[config.mk]
export PLATFORM = sky130hd
export DESIGN_NAME = lfsr_share_arbiter
export DESIGN_NICKNAME = d
export VERILOG_FILES = /design/src/rtl/lfsr_share_arbiter.sv
export SDC_FILE = /design/constraint.sdc
export NUM_CORES = 1
export LEC_CHECK = 0
export BUFFER_PORTS_ARGS = -buffer_cell sky130_fd_sc_hd__buf_2
export CORE_ASPECT_RATIO = 0.75
export CORE_MARGIN = 3
export CORE_UTILIZATION = 45
export CTS_CLUSTER_DIAMETER = 40
export DETAILED_ROUTE_END_ITERATION = 10
export GPL_ROUTABILITY_DRIVEN = 0
export PLACE_DENSITY_LB_ADDON = 0.15
export SYNTH_ARGS = -nofsm -noshare
export SYNTH_HDL_FRONTEND = slang
export SYNTH_SLANG_ARGS = --single-unit
[constraint.sdc]
create_clock -name i_clk -period 3.8 [get_ports i_clk]
set_clock_uncertainty 0.05 [all_clocks]
set_input_delay 0.38 -clock i_clk [delete_from_list [all_inputs] [get_ports i_clk]]
set_output_delay 0.38 -clock i_clk [all_outputs]
set_load 0.1 [all_outputs]
[src/rtl/lfsr_share_arbiter.sv]
// Round-robin scheduler sharing one parallel LFSR among NUM_REQ requesters.
// Streams one LFSR vector per handshake and sequences seed reloads between bursts.
module lfsr_share_arbiter #(
  parameter int unsigned LFSR_N  = 8,
  parameter int unsigned LFSR_M  = 4,
  parameter int unsigned NUM_REQ = 4,
  parameter int unsigned BURST_W = 4
) (
  input  logic                       i_clk,
  input  logic                       i_rst_n,
  input  logic [NUM_REQ-1:0]         i_req,
  input  logic [NUM_REQ*BURST_W-1:0] i_req_len,
  input  logic [NUM_REQ-1:0]         i_ready,
  input  logic                       i_reseed_req,
  input  logic [LFSR_N-1:0]          i_reseed_val,
  input  logic [LFSR_M*LFSR_N-1:0]   i_LFSR_val,
  output logic                       o_LFSR_enable,
  output logic                       o_LFSR_load,
  output logic [LFSR_N-1:0]          o_LFSR_seed,
  output logic [NUM_REQ-1:0]         o_gnt,
  output logic [LFSR_M*LFSR_N-1:0]   o_data,
  output logic                       o_data_valid,
  output logic [NUM_REQ-1:0]         o_done
);

  localparam int unsigned PTR_W = $clog2(NUM_REQ);

  typedef enum logic [1:0] {IDLE, RESEED, STREAM} state_t;

  state_t             state, state_nxt;
  logic [PTR_W-1:0]   rr_ptr, rr_ptr_nxt;
  logic [NUM_REQ-1:0] gnt, gnt_nxt;
  logic [NUM_REQ-1:0] done, done_nxt;
  logic [LFSR_N-1:0]  seed_q, seed_nxt;
  logic [LFSR_N-1:0]  seed_store, seed_store_nxt;
  logic               pending, pending_nxt;
  logic [BURST_W:0]   count, count_nxt;

  logic               win_found;
  logic [PTR_W-1:0]   win_idx;
  logic [PTR_W-1:0]   cand_idx;
  int unsigned        cand;
  logic [BURST_W-1:0] win_len;
  logic               handshake;

  // Circular search starting just after the last winner.
  always_comb begin
    win_found = 1'b0;
    win_idx   = '0;
    cand      = 0;
    cand_idx  = '0;
    for (int unsigned i = 1; i <= NUM_REQ; i++) begin
      cand     = (32'(rr_ptr) + i) % NUM_REQ;
      cand_idx = PTR_W'(cand);
      if (!win_found && i_req[cand_idx]) begin
        win_found = 1'b1;
        win_idx   = cand_idx;
      end
    end
  end

  assign win_len   = i_req_len[win_idx*BURST_W +: BURST_W];
  // In STREAM the pointer already holds the granted index.
  assign handshake = (state == STREAM) && i_ready[rr_ptr];

  always_comb begin
    state_nxt      = state;
    rr_ptr_nxt     = rr_ptr;
    gnt_nxt        = gnt;
    done_nxt       = '0;
    seed_nxt       = seed_q;
    seed_store_nxt = seed_store;
    pending_nxt    = pending;
    count_nxt      = count;
    o_LFSR_load    = 1'b0;
    o_LFSR_enable  = 1'b0;
    o_data_valid   = 1'b0;

    if (i_reseed_req) begin
      pending_nxt    = 1'b1;
      seed_store_nxt = i_reseed_val;
    end

    case (state)
      IDLE: begin
        if (pending) begin
          // A same-cycle reseed request supersedes the stored value.
          seed_nxt  = i_reseed_req ? i_reseed_val : seed_store;
          state_nxt = RESEED;
        end else if (win_found) begin
          gnt_nxt    = NUM_REQ'(1) << win_idx;
          rr_ptr_nxt = win_idx;
          count_nxt  = (win_len == '0) ? {1'b1, {BURST_W{1'b0}}} : {1'b0, win_len};
          state_nxt  = STREAM;
        end
      end
      RESEED: begin
        o_LFSR_load   = 1'b1;
        o_LFSR_enable = 1'b1;
        if (!i_reseed_req) pending_nxt = 1'b0;
        state_nxt = IDLE;
      end
      STREAM: begin
        o_data_valid  = 1'b1;
        o_LFSR_enable = handshake;
        if (handshake) begin
          count_nxt = count - 1'b1;
          if (count == (BURST_W+1)'(1)) begin
            gnt_nxt          = '0;
            done_nxt[rr_ptr] = 1'b1;
            state_nxt        = IDLE;
          end
        end else if (!i_req[rr_ptr]) begin
          gnt_nxt   = '0;
          state_nxt = IDLE;
        end
      end
      default: state_nxt = IDLE;
    endcase
  end

  always_ff @(posedge i_clk or negedge i_rst_n) begin
    if (!i_rst_n) begin
      state      <= IDLE;
      rr_ptr     <= PTR_W'(NUM_REQ - 1);
      gnt        <= '0;
      done       <= '0;
      seed_q     <= '0;
      seed_store <= '0;
      pending    <= 1'b0;
      count      <= '0;
    end else begin
      state      <= state_nxt;
      rr_ptr     <= rr_ptr_nxt;
      gnt        <= gnt_nxt;
      done       <= done_nxt;
      seed_q     <= seed_nxt;
      seed_store <= seed_store_nxt;
      pending    <= pending_nxt;
      count      <= count_nxt;
    end
  end

  assign o_gnt       = gnt;
  assign o_done      = done;
  assign o_LFSR_seed = seed_q;
  assign o_data      = i_LFSR_val;

endmodule

# Word-level counts from Yosys, hierarchy flattened

Index checks and enable logic that the tools add are counted.

Register bits: 34
Bits in latches: 0
Bits in writable memories: 0
ROM bits: 0
Bits of input ports: 67
Output and inout bits: 51
Logic and storage cells: 96
Memories kept: 0

Add/subtract/negate cells: 5
Multipliers: 0
Divide/modulo/power cells: 0
Magnitude comparators: 6
Eq/ne operators: 9
Shift-type cells: 2
Muxes and demuxes: 49
Bitwise gates (word level): 1
Reductions and logical operators: 16

Operator list:

| operator            | count |
|---|---|
| $mux 4              | 8 |
| $mux 5              | 4 |
| $mux 2              | 9 |
| $mux 1              | 16 |
| $shiftx 16x5->4     | 1 |
| $lt 2x3->1 const B  | 5 |
| $bmux 1 s2          | 6 |
| $pmux 5 s2          | 1 |
| $mux 8              | 1 |
| $pmux 4 s2          | 1 |
| $ne 2x2->1 const B  | 3 |
| $ne 3x3->1 const B  | 2 |
| $reduce_and 3->1    | 2 |
| $eq 5x1->1 const B  | 1 |
| $logic_and 1x1->1   | 5 |
| $reduce_and 5->1    | 1 |
| $sub 5x1->5 const B | 1 |
| $add 2x1->2 const B | 2 |
| $add 2x2->2 const B | 2 |
| $logic_not 4->1     | 1 |
| $pmux 2 s2          | 1 |
| $reduce_and 4->1    | 1 |
| $shl 1x2->4 const A | 1 |
| $logic_not 1->1     | 3 |
| 10 further kinds    | 10 |

# Longest topological paths before layout

Depth after elaboration: 19
Mapped depth: 12
Gate-level depth less buffers: 9

# Worst setup path before layout

No wires, ideal clock.

Path kind: reg-to-output
From: reg state[0]
To: out o_LFSR_enable
Arrival: 3.969 ns
Required time: 3.370 ns
Setup slack: -0.599 ns
Stages on the path, launching flop included: 6
Buffers on the path: 1
Cell sequence: dfrtp_1 inv_1 ha_1 clkbuf_1 nand2_1 a21boi_0

Longest elaborated chain between the ends: 3
Elaborated cells between the ends (all ways): 4
Classes of those cells: eq/ne (2); mux (1); reduce/logical (1)

Ends and longest elaborated chain:

| element                | RTL line | RTL |
|---|---|---|
| from (decl)            | 30       | `state_t state, state_nxt;` |
| from (signal assigned) | 133      | `state <= state_nxt;` |
| $eq 2x2->1             | 64, 84   |  |
| $logic_and 1x1->1      | 64       | `assign handshake = (state == STREAM) && i_ready[rr_ptr];` |
| $pmux 1 s2 *           | 84       | `case (state)` |
| to (decl)              | 17       | `output logic o_LFSR_enable,` |

Every way passes the cells marked *; elsewhere a longest branch is shown, timed or not.

# Worst setup path after layout

From: reg rr_ptr[1]
To: reg count[4]

Longest elaborated chain between the ends: 19
Elaborated cells between the ends (all ways): 38
Classes of those cells: add/sub (4); eq/ne (2); shift (1); mux (22); reduce/logical (9)

Ends and longest elaborated chain:

| element                      | RTL line | RTL |
|---|---|---|
| from (decl)                  | 31       | `logic [PTR_W-1:0] rr_ptr, rr_ptr_nxt;` |
| from (signal assigned)       | 125      | `rr_ptr <= PTR_W'(NUM_REQ - 1);` |
| from (signal assigned)       | 134      | `rr_ptr <= rr_ptr_nxt;` |
| $add 2x1->2                  | 53       | `cand = (32'(rr_ptr) + i) % NUM_REQ;` |
| $bmux 1 s2                   | 55       | `if (!win_found && i_req[cand_idx]) begin` |
| $mux 1 (implied by the code) | 55       |  |
| $mux 1                       | 55       |  |
| $logic_not 1->1              | 55       |  |
| $logic_and 1x1->1            | 55       |  |
| $mux 1                       | 55       |  |
| $logic_not 1->1              | 55       |  |
| [3 not listed]               | --       |  |
| $logic_and 1x1->1            | 55       |  |
| $mux 2                       | 55       |  |
| $shiftx 16x5->4              | 62       | `assign win_len = i_req_len[win_idx*BURST_W +: BURST_W];` |
| $logic_not 4->1              | 93       | `count_nxt = (win_len == '0) ? {1'b1, {BURST_W{1'b0}}} : {1'b0, win_len};` |
| $mux 5                       | 93       |  |
| $mux 5                       | 90       | `end else if (win_found) begin` |
| $mux 5                       | 86       | `if (pending) begin` |
| $pmux 5 s2                   | 84       |  |
| to (signal assigned)         | 140      | `count <= count_nxt;` |
| to (decl)                    | 37       | `logic [BURST_W:0] count, count_nxt;` |

Parallel ways exist; a longest one is shown, timed or not. The select of a mux whose other input is x is not followed.
A chain may end at the register's enable or synchronous reset.

==> results.json <==
{
  "ys_warn_count": 0,
  "syn_area_um2": 2394,
  "ys_ff_latch": 34,
  "worstMarginPinSlew_ps": 709.9,
  "htreeDepth": 2,
  "min_path_type": "in -> async",
  "synthAdderAreaFrac_pct": 4.705,
  "clk_pin_slew_ps": 70,
  "grt_use_total_pct": 15.52,
  "drt_first_pass_iters": 4,
  "nets": 325,
  "postLayoutCoreUtil_pct": 50.95,
  "finalCritPeriodShare_pct": 89.01,
  "synthMuxAreaShare_pct": 16.05,
  "yosysTopAreaCell": "dfrtp_1",
  "antenna_found_initial": 0,
  "busiest_layer": "met1",
  "rows": 22,
  "vias": 1743,
  "critPathKind": "reg -> reg",
  "antenna_cells": 0,
  "yosysSeqAreaShare_pct": 35.65,
  "relSlewSlack_pct": 52.24,
  "ir_drop_mv": 0.6028,
  "numCtsBuffers": 5,
  "use_met3_pct": 4.253,
  "pin_count": 118,
  "cts_hold_buf": 0,
  "grt_max_degree": 35,
  "cp-start-kind": "flop",
  "core-area_um2": 5010,
  "synth_ff_type": "dfrtp_1",
  "grt_use_met1_pct": 23.17,
  "post_cts_buffers": 0,
  "worst_ep_arrival_time_ps": 3520,
  "critical_path_required_ps": 3930,
  "drc": 0,
  "synthesis.nets": 306,
  "synth_top_area_share_pct": 33.46,
  "fin_tns_setup_ps": 0,
  "synth_cells": 230,
  "worstReg2RegEnd": "count[4]",
  "final.fill_count": 505,
  "grt_pass1_vias": 1602,
  "crit_slowest_cell": "dfstp_2",
  "postSynth.asyncResetShare_pct": 100.0,
  "postRouteAntennaNets": 0,
  "end_kind": "flop",
  "synth-simple-area-share_pct": 10.61,
  "timing.fmax_mhz": 295.6,
  "cp_top_family": "compound AO/OA/AOI/OAI gates",
  "hold_viol": 0,
  "clockBufferDepth": 2,
  "worstSkewPairLatency_ps": 280,
  "cts-root-buf": "clkbuf_8",
  "leakage_nw": 1.164,
  "path_cells": "inv_1 > ha_1 > mux4_2 > nand2b_4 > or3_4 > a32oi_4 > o2111ai_1 > o31a_1 > o41ai_2",
  "status": "completed",
  "clkSinkCount": 34,
  "grt_pass1_wl_um": 7866,
  "cts_resized": 0,
  "routed_wl_um": 4871,
  "dieArea_um2": 6239,
  "start_util_pct": 47.78,
  "use_met2_pct": 21.77,
  "period_minus_slack_ps": 3382,
  "port_buffers": 53,
  "synthTopCellsByArea": "dfrtp_1 33%, buf_4 10%, mux2_2 8.0%, ha_1 4.7%, mux4_2 4.7%",
  "synth_cell_type_count": 52,
  "drive_above_1_share_pct": 37.60,
  "rr_startpoint": "rr_ptr[1]",
  "final_max_slew_viol_count": 0,
  "overflow": 0,
  "die_h_um": 69.16,
  "setup_viol": 0,
  "cpPeakStageDelay_ps": 640,
  "synth_top_family_by_area": "compound AO/OA/AOI/OAI gates",
  "initialDrtViolationCount": 118,
  "maxCapViolations": 0,
  "cts_tree": "yes",
  "synth-compound-area-share_pct": 19.08,
  "reg2reg_depth": 9,
  "synth-xor-area-share_pct": 0,
  "viasPerCell": 5.413,
  "die_w_um": 90.22,
  "routedWlPerCell_um": 15.13,
  "avgSynthCellArea_um2": 10.41,
  "synth_edf_count": 0,
  "whs_ps": 100.7,
  "rsz0062_at_grt": "no",
  "cp.buffers_inverters": 1,
  "dp_hpwl_um": 3683,
  "netlist_top_cells_count": "32 x buf_4, 32 x dfrtp_1, 17 x mux2_2",
  "power_density_nw_per_um2": 1041,
  "r2r_slack_ps": 420,
  "area_growth_pct": 6.639,
  "crit_fanout": 10
}
[metal layers]
metal / routed length, um / vias up
met3: 307 / 15
met4: 67 / 0
li1: - / 851
met1: 2416 / 816
met2: 2080 / 61
met5: 0 / -
[flip-flops by register name, summed over array words and instances (netlist names)]
| register | flops |
|---|---|
| count | 5 |
| o_LFSR_seed | 8 |
| o_done | 4 |
| o_gnt | 4 |
| pending | 1 |
| rr_ptr | 2 |
| seed_store | 8 |
| state | 2 |
[layout by cell type, fill, tap and decap left out, types with 3 or more instances in the layout]
| master | netlist | routed |
|---|---|---|
| mux4_2 | 5 | 5 |
| o21ai_0 | 7 | 7 |
| mux2i_1 | 8 | 8 |
| a22o_1 | 3 | 3 |
| a21oi_1 | 8 | 8 |
| nand3_1 | 5 | 5 |
| ha_1 | 9 | 9 |
| a21o_1 | 4 | 4 |
| nor2_1 | 11 | 11 |
| or2_2 | 3 | 3 |
| a32o_1 | 5 | 5 |
| buf_2 | 2 | 53 |
| dfrtp_1 | 32 | 32 |
| o221ai_1 | 6 | 6 |
| and2_1 | 5 | 5 |
| inv_1 | 10 | 10 |
| clkbuf_8 | 0 | 6 |
| nand2_1 | 10 | 10 |
| mux2_2 | 17 | 17 |
[where the power goes]
| part | switching (mW) | leakage [nW] | internal, mW |
|---|---|---|---|
| sequential | 0.0877 | 0.414 | 0.491 |
| clock | 0.128 | 0.0482 | 0.146 |
| combinational | 1.22 | 0.702 | 0.579 |
[logic make-up (layout without fill, tap and decap cells)]
kind of cell / after synthesis / in the layout
adders and majority gates: 9 / 9
and+or+nand+nor: 48 / 48
buffers and inverters: 52 / 72
DFF: 34 / 34
muxes: 30 / 30
AOI/OAI and AO/OA: 57 / 57
[how the worst max path moves through the flow]
stage / startpoint / end / slack, ps / cells after the start
after floorplan: state[0] / o_LFSR_enable / 140 / 5
after global placement: rr_ptr[1] / count[4] / 510 / 9
after detailed placement: rr_ptr[1] / count[4] / 450 / 9
after CTS: rr_ptr[1] / count[4] / 430 / 9
after global routing: rr_ptr[1] / count[4] / 250 / 9
final: rr_ptr[1] / count[4] / 420 / 9
[layout make-up]
type	instances	area (um^2)	area share, %
multi-input cells	144	1207	47.30
flip-flops and latches	34	853.3	33.43
repair buffers	54	272.8	10.69
well taps	72	90.09	3.529
clock buffers	7	86.33	3.382
inverters	10	37.54	1.471
clock inverters	1	5.005	0.1961
[through the flow]
stage	cell area (um^2)	power [mW]	setup slack, ps	std cells
after floorplan	2394	2.251	137.3	230
after global placement	2461	2.386	513.1	314
after detailed placement	2461	2.392	453.4	314
after CTS	2552	2.678	428.5	322
after global routing	2552	2.844	249.1	322
final	2552	2.657	417.6	322
Note: power is estimated with default switching activity, not from simulation.
